## src/rtl/decoder_scan_sequencer.sv

```systemverilog
// Select-line sequencer for a 4-to-16 decoder: free-run scan, single step,
// preload and stop, each code held for DWELL cycles with a tick on the last.
module decoder_scan_sequencer #(
  parameter int DWELL = 4,
  parameter int LAST  = 15,
  parameter bit WRAP  = 1'b0
) (
  input  logic       clk_i,
  input  logic       reset_i,
  input  logic       start_i,
  input  logic       stop_i,
  input  logic       step_i,
  input  logic       load_i,
  input  logic [3:0] load_val_i,
  output logic       x_o,
  output logic       y_o,
  output logic       z_o,
  output logic       w_o,
  output logic       enable_o,
  output logic       tick_o,
  output logic       busy_o,
  output logic       done_o
);

  localparam logic [1:0] S_IDLE = 2'd0;
  localparam logic [1:0] S_SCAN = 2'd1;
  localparam logic [1:0] S_STEP = 2'd2;
  localparam logic [1:0] S_DONE = 2'd3;

  // A zero dwell behaves as one cycle; anything above 255 is clamped.
  localparam int         DW        = (DWELL < 1) ? 1 : ((DWELL > 255) ? 255 : DWELL);
  localparam logic [7:0] CNT_LAST  = 8'(DW - 1);
  localparam logic [3:0] CODE_LAST = 4'(LAST);

  logic [1:0] state_q, state_d;
  logic [3:0] code_q, code_d;
  logic [7:0] cnt_q, cnt_d;
  logic       enable_q, tick_q, busy_q, done_q;
  logic       active_d;

  always_comb begin
    state_d = state_q;
    code_d  = code_q;
    cnt_d   = cnt_q;
    case (state_q)
      S_IDLE: begin
        // stop outranks everything, so it masks start/step/load while idle
        if (!stop_i) begin
          if (start_i) begin
            state_d = S_SCAN;
            cnt_d   = 8'd0;
          end else if (step_i) begin
            state_d = S_STEP;
            cnt_d   = 8'd0;
          end else if (load_i) begin
            code_d = load_val_i;
          end
        end
      end
      S_SCAN: begin
        if (stop_i) begin
          state_d = S_IDLE;
          cnt_d   = 8'd0;
        end else if (cnt_q == CNT_LAST) begin
          cnt_d = 8'd0;
          if (code_q == CODE_LAST) begin
            if (WRAP) code_d  = 4'd0;
            else      state_d = S_DONE;
          end else begin
            code_d = code_q + 4'd1;
          end
        end else begin
          cnt_d = cnt_q + 8'd1;
        end
      end
      S_STEP: begin
        if (stop_i) begin
          state_d = S_IDLE;
          cnt_d   = 8'd0;
        end else if (cnt_q == CNT_LAST) begin
          state_d = S_IDLE;
          code_d  = code_q + 4'd1;
          cnt_d   = 8'd0;
        end else begin
          cnt_d = cnt_q + 8'd1;
        end
      end
      S_DONE: begin
        state_d = S_IDLE;
        cnt_d   = 8'd0;
      end
      default: begin
        state_d = S_IDLE;
        cnt_d   = 8'd0;
      end
    endcase
  end

  // Outputs are registered from next-state so they line up with the state.
  assign active_d = (state_d == S_SCAN) || (state_d == S_STEP);

  always_ff @(posedge clk_i) begin
    if (reset_i) begin
      state_q  <= S_IDLE;
      code_q   <= 4'd0;
      cnt_q    <= 8'd0;
      enable_q <= 1'b0;
      tick_q   <= 1'b0;
      busy_q   <= 1'b0;
      done_q   <= 1'b0;
    end else begin
      state_q  <= state_d;
      code_q   <= code_d;
      cnt_q    <= cnt_d;
      enable_q <= active_d;
      tick_q   <= active_d && (cnt_d == CNT_LAST);
      busy_q   <= active_d;
      done_q   <= (state_d == S_DONE);
    end
  end

  assign {x_o, y_o, z_o, w_o} = code_q;
  assign enable_o = enable_q;
  assign tick_o   = tick_q;
  assign busy_o   = busy_q;
  assign done_o   = done_q;

endmodule

```

## config.mk

```make
export PLATFORM = sky130hd
export DESIGN_NAME = decoder_scan_sequencer
export DESIGN_NICKNAME = d
export VERILOG_FILES = /design/src/rtl/decoder_scan_sequencer.sv
export SDC_FILE = /design/constraint.sdc
export NUM_CORES = 1
export LEC_CHECK = 0
export CAP_MARGIN = 20
export CORE_MARGIN = 2
export CORE_UTILIZATION = 52
export CTS_CLUSTER_SIZE = 12
export DETAILED_ROUTE_END_ITERATION = 16
export PLACE_DENSITY = 0.78
export SLEW_MARGIN = 40
export SYNTH_ARGS = -nofsm -noshare
export SYNTH_HDL_FRONTEND = slang
export SYNTH_SLANG_ARGS = --single-unit
export TNS_END_PERCENT = 5
```

## constraint.sdc

```tcl
create_clock -name clk_i -period 2.81 [get_ports clk_i]
set_input_delay 0.4215 -clock clk_i [delete_from_list [all_inputs] [get_ports clk_i]]
set_output_delay 0.4215 -clock clk_i [all_outputs]
set_load 0.1 [all_outputs]
```

# Yosys cells after proc, flatten, opt, wreduce, memory -nomap -nowiden
# Index checks and enable logic that the tools add are counted.
dict set report totals {
  ff_bits 17
  inputBits 10
  output_inout_bits 8
  wordCells 57
}
dict set report classes {
  addsub 2
  eq_ne 18
  n_mux 25
  n_reduce_logical 6
}
# op count
set ops {}
lappend ops {{2-to-1 mux 8 bit} 5}
lappend ops {{2-to-1 mux 4 bit} 9}
lappend ops {{case mux 8 bit (3 select lines)} 1}
lappend ops {{!= test 2 bit (second input constant)} 9}
lappend ops {{== test 8 x 2 -> 1 bit (second input constant)} 2}
lappend ops {{2-to-1 mux 2 bit} 8}
lappend ops {{case mux 4 bit (3 select lines)} 1}
lappend ops {{AND reduction 10 bit} 1}
lappend ops {{adder 8 x 1 -> 8 bit (second input constant)} 1}
lappend ops {{== test 2 bit (second input constant)} 4}
lappend ops {{case mux 2 bit (4 select lines)} 1}
lappend ops {{adder 4 x 1 -> 4 bit (second input constant)} 1}
lappend ops {{== test 2 x 1 -> 1 bit (second input constant)} 2}
lappend ops {{== test 4 bit (second input constant)} 1}
lappend ops {{nonzero test 3 bit} 1}
lappend ops {{zero test 2 bit} 1}
lappend ops {{OR reduction 2 bit} 1}
lappend ops {{logical AND 1 bit} 1}
lappend ops {{logical OR 1 bit} 1}

# Logic depth before layout (Yosys ltp)
dict set report depth {
  ltp_word 8
  ltp_mapped 9
  mapped_depth_nobuf 9
}

# Worst setup path after synthesis
# OpenSTA, ideal clock, no wires.
dict set report synth_timing {
  path_kind {register to register}
  startpoint {reg code_q[0]}
  endpoint {reg tick_q (netlist: tick_o)}
  setup_ns 0.116
  t_arrival_ns 2.450
  required_ns 2.694
  setup_slack_ns 0.244
  stages_incl_launch_ff 9
  path_buffers 0
  period_less_slack_ns 2.566
  cell_sequence {dfxtp_1 > ha_1 > and4_1 > a21oi_1 > o21ai_0 > ha_1 > nor2b_1 > nor4b_2 > and4_1}
}
dict set report synth_via {
  elab_chain_len 8
  elab_cells_between_ends 9
  classes_between {eq/ne: 3; mux: 4; reduce/logical: 2}
}
# element line_no
set synth_lines {}
lappend synth_lines {{from (decl)} 36} ;# logic [3:0] code_q, code_d;
lappend synth_lines {{from (signal assigned)} 113} ;# code_q <= code_d;
lappend synth_lines {{== test 4 bit *} 66} ;# if (code_q == CODE_LAST) begin
lappend synth_lines {{2-to-1 mux 2 bit *} 66}
lappend synth_lines {{2-to-1 mux 2 bit *} 64} ;# end else if (cnt_q == CNT_LAST) begin
lappend synth_lines {{2-to-1 mux 2 bit *} 61} ;# if (stop_i) begin
lappend synth_lines {{case mux 2 bit (4 select lines) *} 45} ;# case (state_q)
lappend synth_lines {{named net state_d[1]} 35} ;# logic [1:0] state_q, state_d;
lappend synth_lines {{== test 2 x 1 -> 1 bit / == test 2 bit (equally long branches)} 100} ;# assign active_d = (state_d == S_SCAN) || (state_d == S_STEP);
lappend synth_lines {{logical OR 1 bit *} 100}
lappend synth_lines {{named net active_d} 39} ;# logic active_d;
lappend synth_lines {{logical AND 1 bit *} 116} ;# tick_q <= active_d && (cnt_d == CNT_LAST);
lappend synth_lines {{to (signal assigned)} 116}
lappend synth_lines {{to (decl)} 38} ;# logic enable_q, tick_q, busy_q, done_q;
# The timed path passes the listed nets; every way through them passes the cells marked *.
# A chain may end at the register's enable or synchronous reset.

# Final worst setup path
dict set report layout_timing {
  startpoint {reg cnt_q[0]}
  endpoint {reg tick_q (netlist: tick_o)}
}
dict set report layout_via {
  elab_chain_len 7
  elab_cells_between_ends 18
  classes_between {add/sub: 1; eq/ne: 4; mux: 11; reduce/logical: 2}
}
# element line_no
set layout_lines {}
lappend layout_lines {{from (decl)} 37} ;# logic [7:0] cnt_q, cnt_d;
lappend layout_lines {{from (signal assigned)} 114} ;# cnt_q <= cnt_d;
lappend layout_lines {{== test 8 x 2 -> 1 bit *} {64, 80}}
lappend layout_lines {{2-to-1 mux 2 bit, on equally long branches} {80, 64}}
lappend layout_lines {{2-to-1 mux 2 bit, on equally long branches} {77, 61}}
lappend layout_lines {{case mux 2 bit (4 select lines) *} 45}
lappend layout_lines {{named net state_d[0]} 35}
lappend layout_lines {{== test 2 x 1 -> 1 bit / == test 2 bit (equally long branches)} 100}
lappend layout_lines {{logical OR 1 bit *} 100}
lappend layout_lines {{named net active_d} 39}
lappend layout_lines {{logical AND 1 bit *} 116}
# Marks and branches as above.

==> out/results.tsv <==
stage	metric	value	unit
run_status	outcome	complete, no violations	
worst_setup_path	path_max_fanout	7	
sta	fin_ws	319	ps
worst_setup_path	path_common_cell	ha_1	
worst_setup_path	arrival	2680	ps
logic_synthesis	synth-edff-count	0	
logic_synthesis	syn_inst	126	
floorplanning	rows	16	
floorplanning	coreArea	1960	um^2
layout	final_nets	160	
global_routing	track_usage	19.0	%
logic_synthesis	synth_area	1080	um^2
sta	rsz0062_at_grt	false	
cts	cts_max_path_buffers	2	
pwr	p_sw_share	32.6	%
flow_run	maxCapViolCount	0	
route	drt_pre_antenna_iters	4	
cts	cts_hold_buf	0	
route	antenna_left	0	
worst_setup_path	critPathBufInv	0	
layout	area_growth	16.5	%
floorplanning	io_pins	18	
worst_setup_path	cp_top_family	simple AND/OR/NAND/NOR gates	
place	preCtsSetupSlack	362	ps
route	wl	2.21	mm
floorplanning	die_y	49.6	um
global_routing	grt_max_degree	17	
place	port_buffers	17	
logic_synthesis	async_flop_share	0	%
floorplanning	die_x	49.6	um
sta	drv_slew	0	
pwr	sequentialPowerShare	48.8	%
layout	antenna_cells	0	
logic_synthesis	ys_seq_elements	17	
sta	min_period	2490	ps
sta	clock.fmax	401	MHz
logic_synthesis	postSynthAreaPerCell	8.59	um^2
route	initialDrtViolationCount	34	
global_routing	antenna_found_initial	0	
sta	finalSetupViolCount	0	
sta	worst_pin_slew	508	ps
cts	cts_resized	0	
cts	cts_tree	done	
worst_setup_path	critical_path_class	reg2reg	
route	viasPerCell	5.83	
pwr	clockPowerShare	25.9	%
worst_setup_path	startpoint_type	flip-flop	
route	wl_per_cell	13.0	um
pwr	leakage	0.465	nW
sta	hold_viol	0	
global_routing	grt_pass1_vias	845	
pwr	combPwrFrac	25.3	%
pwr	power_density	409	nW/um^2
sta	finalSetupTns	0	ps
pwr	max-vdd-ir-drop	0.275	mV
place	place.gp.congestion	0.870	
cts	cts_made_buffers	3	
layout	fin_util	64.3	%
worst_setup_path	crit_required	3000	ps
sta	final.setup_skew	3.18	ps
sta	fin_crit_sh	88.7	%
worst_setup_path	cp_slowest_cell	dfxtp_1	
pwr	internal_power	0.348	mW
global_routing	grt_overflow	0	
floorplanning	initial_core_util	55.2	%
layout	layout_common_cells	17 x nor2_1, 17 x dfxtp_1, 10 x o21ai_0, 9 x clkdlybuf4s50_1, 9 x buf_4	
layout	drive_above_1_share	16.8	%
logic_synthesis	yosysWarnings	0	
logic_synthesis	synthesis.nets	142	
sta	max_slew_margin	65.8	%
place	dp_hpwl	1.71	mm
logic_synthesis	synth_flop_cell	dfxtp_1	
global_routing	grt_pass1_wl	3.71	mm
floorplanning	die_area	2460	um^2
route	vias	991	
logic_synthesis	yosysSeqAreaShare	31.4	%
cts	insertion_delay	290	ps
route	drc_errors	0	
pwr	p_sw	0.168	mW
hold_path	hold_class	reg2reg	
worst_setup_path	slowest_delay	430	ps
cts	htreeDepth	1	
worst_setup_path	end_kind	flip-flop	
worst_setup_path	crit_chain	ha_1, nor3b_2, and2_4, a21oi_1, o21ai_0, ha_1, nor2b_1, nor4b_2, and4_1	
logic_synthesis	synth_cell_types	46	
cts	path_clk_slew	100	ps
cts	post_cts_buffers	0	
cts	cts_root_buf	clkbuf_4	
cts	cts.sinks	17	
registers in the layout, summed over array words and instances (netlist names):
signal,count
tick_o,1
cnt_q,8
busy_o,1
state_q,2
code_q,4
done_o,1
path summary, 6_finish.rpt:
check / startpoint / slack (ps) / cells after the start / endpoint
min: code_q[3]$_SDFFE_PP0P_ / 530 / 2 / code_q[3]$_SDFFE_PP0P_
max: cnt_q[0]$_SDFF_PP0_ / 320 / 9 / tick_o$_SDFF_PP0_
max reg2reg: cnt_q[0]$_SDFF_PP0_ / 320 / 9 / tick_o$_SDFF_PP0_
min reg2reg: code_q[3]$_SDFFE_PP0P_ / 530 / 2 / code_q[3]$_SDFFE_PP0P_
synthesized netlist by cell type, types with 2 or more instances:
library cell	count	area, um^2
nand2b_1	2	12.5
ha_1	6	75.1
nor2_1	17	63.8
o21ai_0	10	50.1
nand2_1	5	18.8
nand3_1	7	35.0
buf_6	2	22.5
a21boi_0	2	15.0
and4_1	2	17.5
a31oi_1	2	12.5
a21oi_1	8	40.0
mux2i_1	2	20.0
nor2b_1	6	37.5
o21a_1	2	15.0
inv_1	5	18.8
a22oi_1	2	15.0
dfxtp_1	17	340
per-stage QoR:
| step | power (mW) | instance area, um^2 | hold slack, ps | cells |
|---|---|---|---|---|
| 6_report | 0.516 | 1260 | 531 | 170 |
| 5_1_grt | 0.540 | 1260 | 563 | 170 |
| 4_1_cts | 0.517 | 1260 | 536 | 170 |
| 3_5_place_dp | 0.387 | 1230 | 522 | 166 |
| 3_3_place_gp | 0.385 | 1230 | 488 | 166 |
| 2_1_floorplan | 0.356 | 1080 | 493 | 126 |
metal layers:
| layer | wire (um) | vias to the layer above | global-route usage [%] |
|---|---|---|---|
| met3 | 116 | 5 | 3.03 |
| met4 | 33 | 0 | 5.56 |
| li1 | - | 492 | - |
| met5 | 0 | - | 0 |
| met2 | 1070 | 29 | 31.8 |
| met1 | 997 | 465 | 25.1 |
power groups by stage:
stage / registers, mW / clock network [mW] / logic (mW)
after global placement: 0.257 / 0 / 0.127
after CTS: 0.252 / 0.135 / 0.130
after floorplan: 0.285 / 0 / 0.0712
final: 0.252 / 0.134 / 0.130
after global routing: 0.253 / 0.147 / 0.140
after detailed placement: 0.258 / 0 / 0.130
cell type report:
class                   instances  area [um^2]
clock buffers                   4         26.3
fillers                       182          701
inverters                       5         18.8
multi-input cells              99          684
flip-flops and latches         17          340
well taps                      27         33.8
repair buffers                 18          158
logic make-up after synthesis:
family / Yosys count / share of synthesized area (%)
buf+inv: 10 / 5.32
xor+xnor: 1 / 0.809
fa+ha+maj: 6 / 6.94
compound gates: 35 / 22.5
simple gates: 53 / 28.8
mux: 4 / 4.16
flops: 17 / 31.4
tightest hold or removal path, stage by stage, from the launching register on:
cell     delay (ps)
dfxtp_1         340
o21ai_0          90
a21oi_1          60
Power figures use the tool's default switching activity.
